===== src/rtl/rr_arbiter_4_pkg.sv =====
// Shared definitions for the 4-way round-robin arbiter.
package rr_arbiter_4_pkg;

   localparam int unsigned N_REQ  = 4;
   localparam int unsigned ID_W   = 2;
   localparam int unsigned HOLD_W = 4;

   typedef enum logic {
      IDLE  = 1'b0,
      GRANT = 1'b1
   } state_e;

endpackage : rr_arbiter_4_pkg


===== src/rtl/decoder_24.sv =====
// 2-to-4 one-hot decoder with enable; output is all-zero when disabled.
module decoder_24 (
   input  logic       d_en,
   input  logic [1:0] din,
   output logic [3:0] dout
);

   // Drive exactly one output bit when enabled, none otherwise.
   always_comb begin
      dout = '0;
      if (d_en) begin
         dout[din] = 1'b1;
      end
   end

endmodule : decoder_24


===== src/rtl/rr_arbiter_4.sv =====
// 4-requester round-robin arbiter with done-based release and a hold limit
// that only forces a handoff while another requester is waiting.
module rr_arbiter_4
   import rr_arbiter_4_pkg::*;
#(
   parameter int unsigned MAX_HOLD = 15
) (
   input  logic             clk,
   input  logic             rst,
   input  logic [N_REQ-1:0] req,
   input  logic             done,
   output logic [N_REQ-1:0] gnt,
   output logic             gnt_valid,
   output logic [ID_W-1:0]  gnt_id
);

   localparam logic [HOLD_W-1:0] HOLD_LAST = HOLD_W'(MAX_HOLD - 1);
   localparam logic [ID_W-1:0]   ID_LAST   = ID_W'(N_REQ - 1);

   state_e             state_q, state_d;
   logic [ID_W-1:0]    id_q, id_d;
   logic [ID_W-1:0]    last_q, last_d;
   logic [HOLD_W-1:0]  hold_q, hold_d;

   logic [N_REQ-1:0]   others;
   logic               release_c;
   logic [ID_W-1:0]    pick_idle;
   logic [ID_W-1:0]    pick_next;

   // First set bit of r searched upward from (from+1) with wrap-around.
   function automatic logic [ID_W-1:0] rr_pick(input logic [N_REQ-1:0] r,
                                                input logic [ID_W-1:0]  from);
      logic [ID_W-1:0] idx;
      logic            found;
      rr_pick = '0;
      found   = 1'b0;
      for (int unsigned k = 1; k <= N_REQ; k++) begin
         idx = ID_W'(int'(from) + int'(k));
         if (!found && r[idx]) begin
            rr_pick = idx;
            found   = 1'b1;
         end
      end
   endfunction

   // Release decision and round-robin winners for both states.
   always_comb begin
      others         = req;
      others[id_q]   = 1'b0;
      release_c      = done | ~req[id_q] | ((hold_q == HOLD_LAST) & (|others));
      pick_idle      = rr_pick(req, last_q);
      // Searching from the current holder skips it, since its bit is cleared in others.
      pick_next      = rr_pick(others, id_q);
   end

   // Next-state: arbitration from IDLE, release/handoff and hold counting in GRANT.
   always_comb begin
      state_d = state_q;
      id_d    = id_q;
      last_d  = last_q;
      hold_d  = hold_q;
      unique case (state_q)
         IDLE: begin
            if (|req) begin
               state_d = GRANT;
               id_d    = pick_idle;
               last_d  = pick_idle;
               hold_d  = '0;
            end
         end
         GRANT: begin
            if (release_c) begin
               hold_d = '0;
               if (|others) begin
                  id_d   = pick_next;
                  last_d = pick_next;
               end else begin
                  // A done with the holder still requesting also lands here;
                  // it is re-granted from IDLE one cycle later.
                  state_d = IDLE;
                  id_d    = '0;
               end
            end else if (hold_q != HOLD_LAST) begin
               hold_d = hold_q + HOLD_W'(1);
            end
         end
         default: state_d = IDLE;
      endcase
   end

   // State register; reset leaves requester 0 with first priority.
   always_ff @(posedge clk or posedge rst) begin
      if (rst) begin
         state_q <= IDLE;
         id_q    <= '0;
         last_q  <= ID_LAST;
         hold_q  <= '0;
      end else begin
         state_q <= state_d;
         id_q    <= id_d;
         last_q  <= last_d;
         hold_q  <= hold_d;
      end
   end

   assign gnt_valid = (state_q == GRANT);
   assign gnt_id    = id_q;

   decoder_24 u_gnt_dec (
      .d_en (gnt_valid),
      .din  (gnt_id),
      .dout (gnt)
   );

endmodule : rr_arbiter_4


===== config.mk =====
export PLATFORM = sky130hd
export DESIGN_NAME = rr_arbiter_4
export DESIGN_NICKNAME = d
export VERILOG_FILES = /design/src/rtl/rr_arbiter_4_pkg.sv /design/src/rtl/decoder_24.sv /design/src/rtl/rr_arbiter_4.sv
export SDC_FILE = /design/constraint.sdc
export NUM_CORES = 1
export LEC_CHECK = 0
export BUFFER_PORTS_ARGS = -buffer_cell sky130_fd_sc_hd__buf_2
export CAP_MARGIN = 20
export CELL_PAD_IN_SITES_DETAIL_PLACEMENT = 1
export CELL_PAD_IN_SITES_GLOBAL_PLACEMENT = 2
export CORE_MARGIN = 8
export CORE_UTILIZATION = 30
export CTS_BUF_LIST = sky130_fd_sc_hd__clkbuf_8
export DETAILED_ROUTE_END_ITERATION = 8
export PLACE_DENSITY_LB_ADDON = 0.15
export SLEW_MARGIN = 10
export SYNTH_ARGS = -nofsm -noshare
export SYNTH_HDL_FRONTEND = slang
export SYNTH_SLANG_ARGS = --single-unit

===== constraint.sdc =====
create_clock -name clk -period 2.1 [get_ports clk]
set_input_delay 0.21 -clock clk [delete_from_list [all_inputs] [get_ports clk]]
set_output_delay 0.21 -clock clk [all_outputs]
set_load 0.01 [all_outputs]

==> summary.md <==
| Metric | Value |
|---|---|
| Yosys cell types | 50 |
| Die area | 0.00562 sq mm |
| Final-report hold violation count | 0 |
| DR pass1 iterations | 4 |
| Cells after Synth | 125 |
| CP Class | reg2reg |
| Commonest non-fill, non-tap cell in the layout | nor2_1 |
| Max Fclk | 487 MHz |
| FFs w/ async S/R, synth | 100% |
| DP HPWL | 2.53 mm |
| Syn Nets | 138 |
| I/O Buffers | 13 |
| WL final | 3.18 mm |
| Slew margin rel. | 70.1% |
| Leakage | 0.536 nW |
| Vias in the first global route | 1025 |
| Most frequent cells in the layout | nor2_1, buf_2, buf_4, nand2_1 |
| Worst path max stage delay | 0.50 ns |
| Synth Flop Type | dfrtp_1 |
| Worst Setup Slack, final | 0.0464 ns |
| Ant diodes | 0 |
| Max Transition Viols Final | 0 |
| HP Class | in2reg |
| Pwr Density | 1330 mW/mm^2 |
| CP max stage cell | or4b_4 |
| H-tree depth | 1 |
| Critical path launch point type | register |
| Die X | 74.9 um |
| Pin count of the biggest net entering global routing | 15 |
| Final setup viols | 0 |
| Slew of the pin with the lowest slew margin | 0.447 ns |
| Initial DRC Count | 51 |
| Outcome | complete, no violations |
| Initial cell density of the core | 31.2% |
| Clock tree from TritonCTS | done |
| Vias after detailed routing | 1022 |
| Clock Pin Slew Worst Setup and Hold Paths | 0.05 ns |
| Cell Chain, Critical Path | inv_4, ha_4, or4b_4, a21oi_2, a311oi_1, a211o_1, o211ai_2, o21a_1 |
| Clock sinks | 9 |
| # Max-Cap Violations | 0 |
| Grt total ovfl | 0 |
| Num ports | 14 |
| CTS root buf | clkbuf_8 |
| Peak supply drop | 0.405 mV |
| Routability cong. | 0.824 |
| Clock Path Buffers | 2 |
| CP Max Fanout | 6 |
| Core area | 0.00334 sq mm |
| Register area share after synthesis | 21.8% |
| GRT Overall Usage | 12.2% |
| Worst Skew | 0.00255 ns |
| RSZ-0062 raised after global routing | true |
| Die H | 74.9 um |
| Post-DRT Antenna Nets | 0 |
| Yosys reg bits | 9 |
| Mapped Area | 0.00104 sq mm |
| Post-route minimum period | 2.05 ns |
| Warnings from Yosys | 0 |
| Avg Cell Area, Syn | 8.34 sq um |
| Final core utilization | 38.4% |
| Routed wire per std cell | 16.7 um |
| Worst Path Required | 2.27 ns |
| Setup_tns | 0 ns |
| Drt drc | 0 |
| Number of enable flip-flop cells after synthesis | 0 |
| First-pass GRT wire length | 5.29 mm |
| Antenna violations before repair | 0 |
| Via density | 5.38 |
| Pre-CTS setup slack | -0.0429 ns |
| Overall power | 1.70 mW |
| Post-CTS Setup Inserts | 0 |
| Share of cells above drive strength 1 | 33.3% |
| Crit share post-route | 97.8% |
| Rows | 21 |
| Critical Path AT | 2.22 ns |
| Crit. End Element | register |
| Synth-to-Final Area Change | 22.9% |
| Clk Latency, worst-skew pair | 0.23 ns |
| CTS Buf Count | 3 |
| Nets@finish | 158 |
repair_timing:
item	4_1_cts	5_1_grt
pin swaps	0	2
hold buffers	1	0
hold endpoints to repair	7	0
resized for setup	2	5
setup endpoints to repair	1	9
cell type report:
class                      instances  area (sq um)
fill                             421          2060
multi-input combinational        101           777
sequential                         9           230
timing repair buffer              23           143
tap                               46          57.6
clock buffer                       3          41.3
inverter                           7          28.8
clock inverter                     1          3.75
worst paths after layout:
| kind | slack, ns | end | depth (start not counted) | start |
|---|---|---|---|---|
| min in group asynchronous | 0.48 | hold_q[3]$_DFFE_PP0P_ | 3 | rst |
| min | 0.34 | gnt_valid$_DFF_PP0_ | 4 | done |
| max | 0.05 | gnt_id[1]$_DFFE_PP0P_ | 8 | gnt_id[1]$_DFFE_PP0P_ |
| max reg2reg | 0.05 | gnt_id[1]$_DFFE_PP0P_ | 8 | gnt_id[1]$_DFFE_PP0P_ |
| min reg2reg | 0.55 | last_q[0]$_DFFE_PP1P_ | 2 | last_q[0]$_DFFE_PP1P_ |
| max in group asynchronous | 1.31 | last_q[0]$_DFFE_PP1P_ | 3 | rst |
through the flow:
stage / area, sq um / hold WS [ns] / instances
floorplan: 1050 / 0.0364 / 125
global placement: 1200 / 0.195 / 185
detailed placement: 1200 / 0.200 / 185
CTS: 1260 / 0.352 / 190
global route: 1280 / 0.376 / 190
finish: 1280 / 0.339 / 190
metal layers:
metal	vias to the layer above	GRT usage, %	share of wire (%)	wire length, um
met4	0	2.61	0.44	14
met2	17	21.1	48	1540
met3	2	2.40	4.9	155
met1	506	15.2	46	1470
li1	497	-	-	-
met5	-	0	0	0
synth_stat cells (3+ instances only):
master    count  area [sq um]
a31oi_1       3          18.8
nor2_1       14          52.6
nand2b_1      3          18.8
buf_2         6          30.0
a21oi_1       5          25.0
nand3_1       5          25.0
o21ai_0       5          25.0
inv_1         5          18.8
dfrtp_1       7           175
nor2b_1       5          31.3
ha_1          6          75.1
and2_1        4          25.0
nand2_1       6          22.5
sequential cells by signal, summed over array words and instances, names as in the netlist:
name       count
hold_q         4
last_q         2
gnt_id         2
gnt_valid      1
power by group:
part | internal [mW] | switching, mW
sequential | 0.255 | 0.0986
clock | 0.127 | 0.0675
combinational | 0.558 | 0.592
total | 0.941 | 0.758
worst max-delay path: cells and delay by family (launching register included):
kind                       cells  cell delay [ns]
AOI/OAI and AO/OA              5             0.82
and+or+nand+nor                1             0.50
DFF                            1             0.44
adders and majority gates      1             0.18
buffers and inverters          1             0.06
logic make-up (layout without fill, tap and decap cells):
logic type                 after synthesis  after routing  synth area share [%]
and+or+nand+nor                         55             55                  32.4
AOI/OAI and AO/OA                       33             33                  24.6
buffers and inverters                   15             34                  6.12
DFF                                      9              9                  21.8
adders and majority gates                6              6                  7.20
muxes                                    4              4                  5.28
xor gates and xnor gates                 3              3                  2.52
Note: power is estimated with default switching activity, not from simulation.
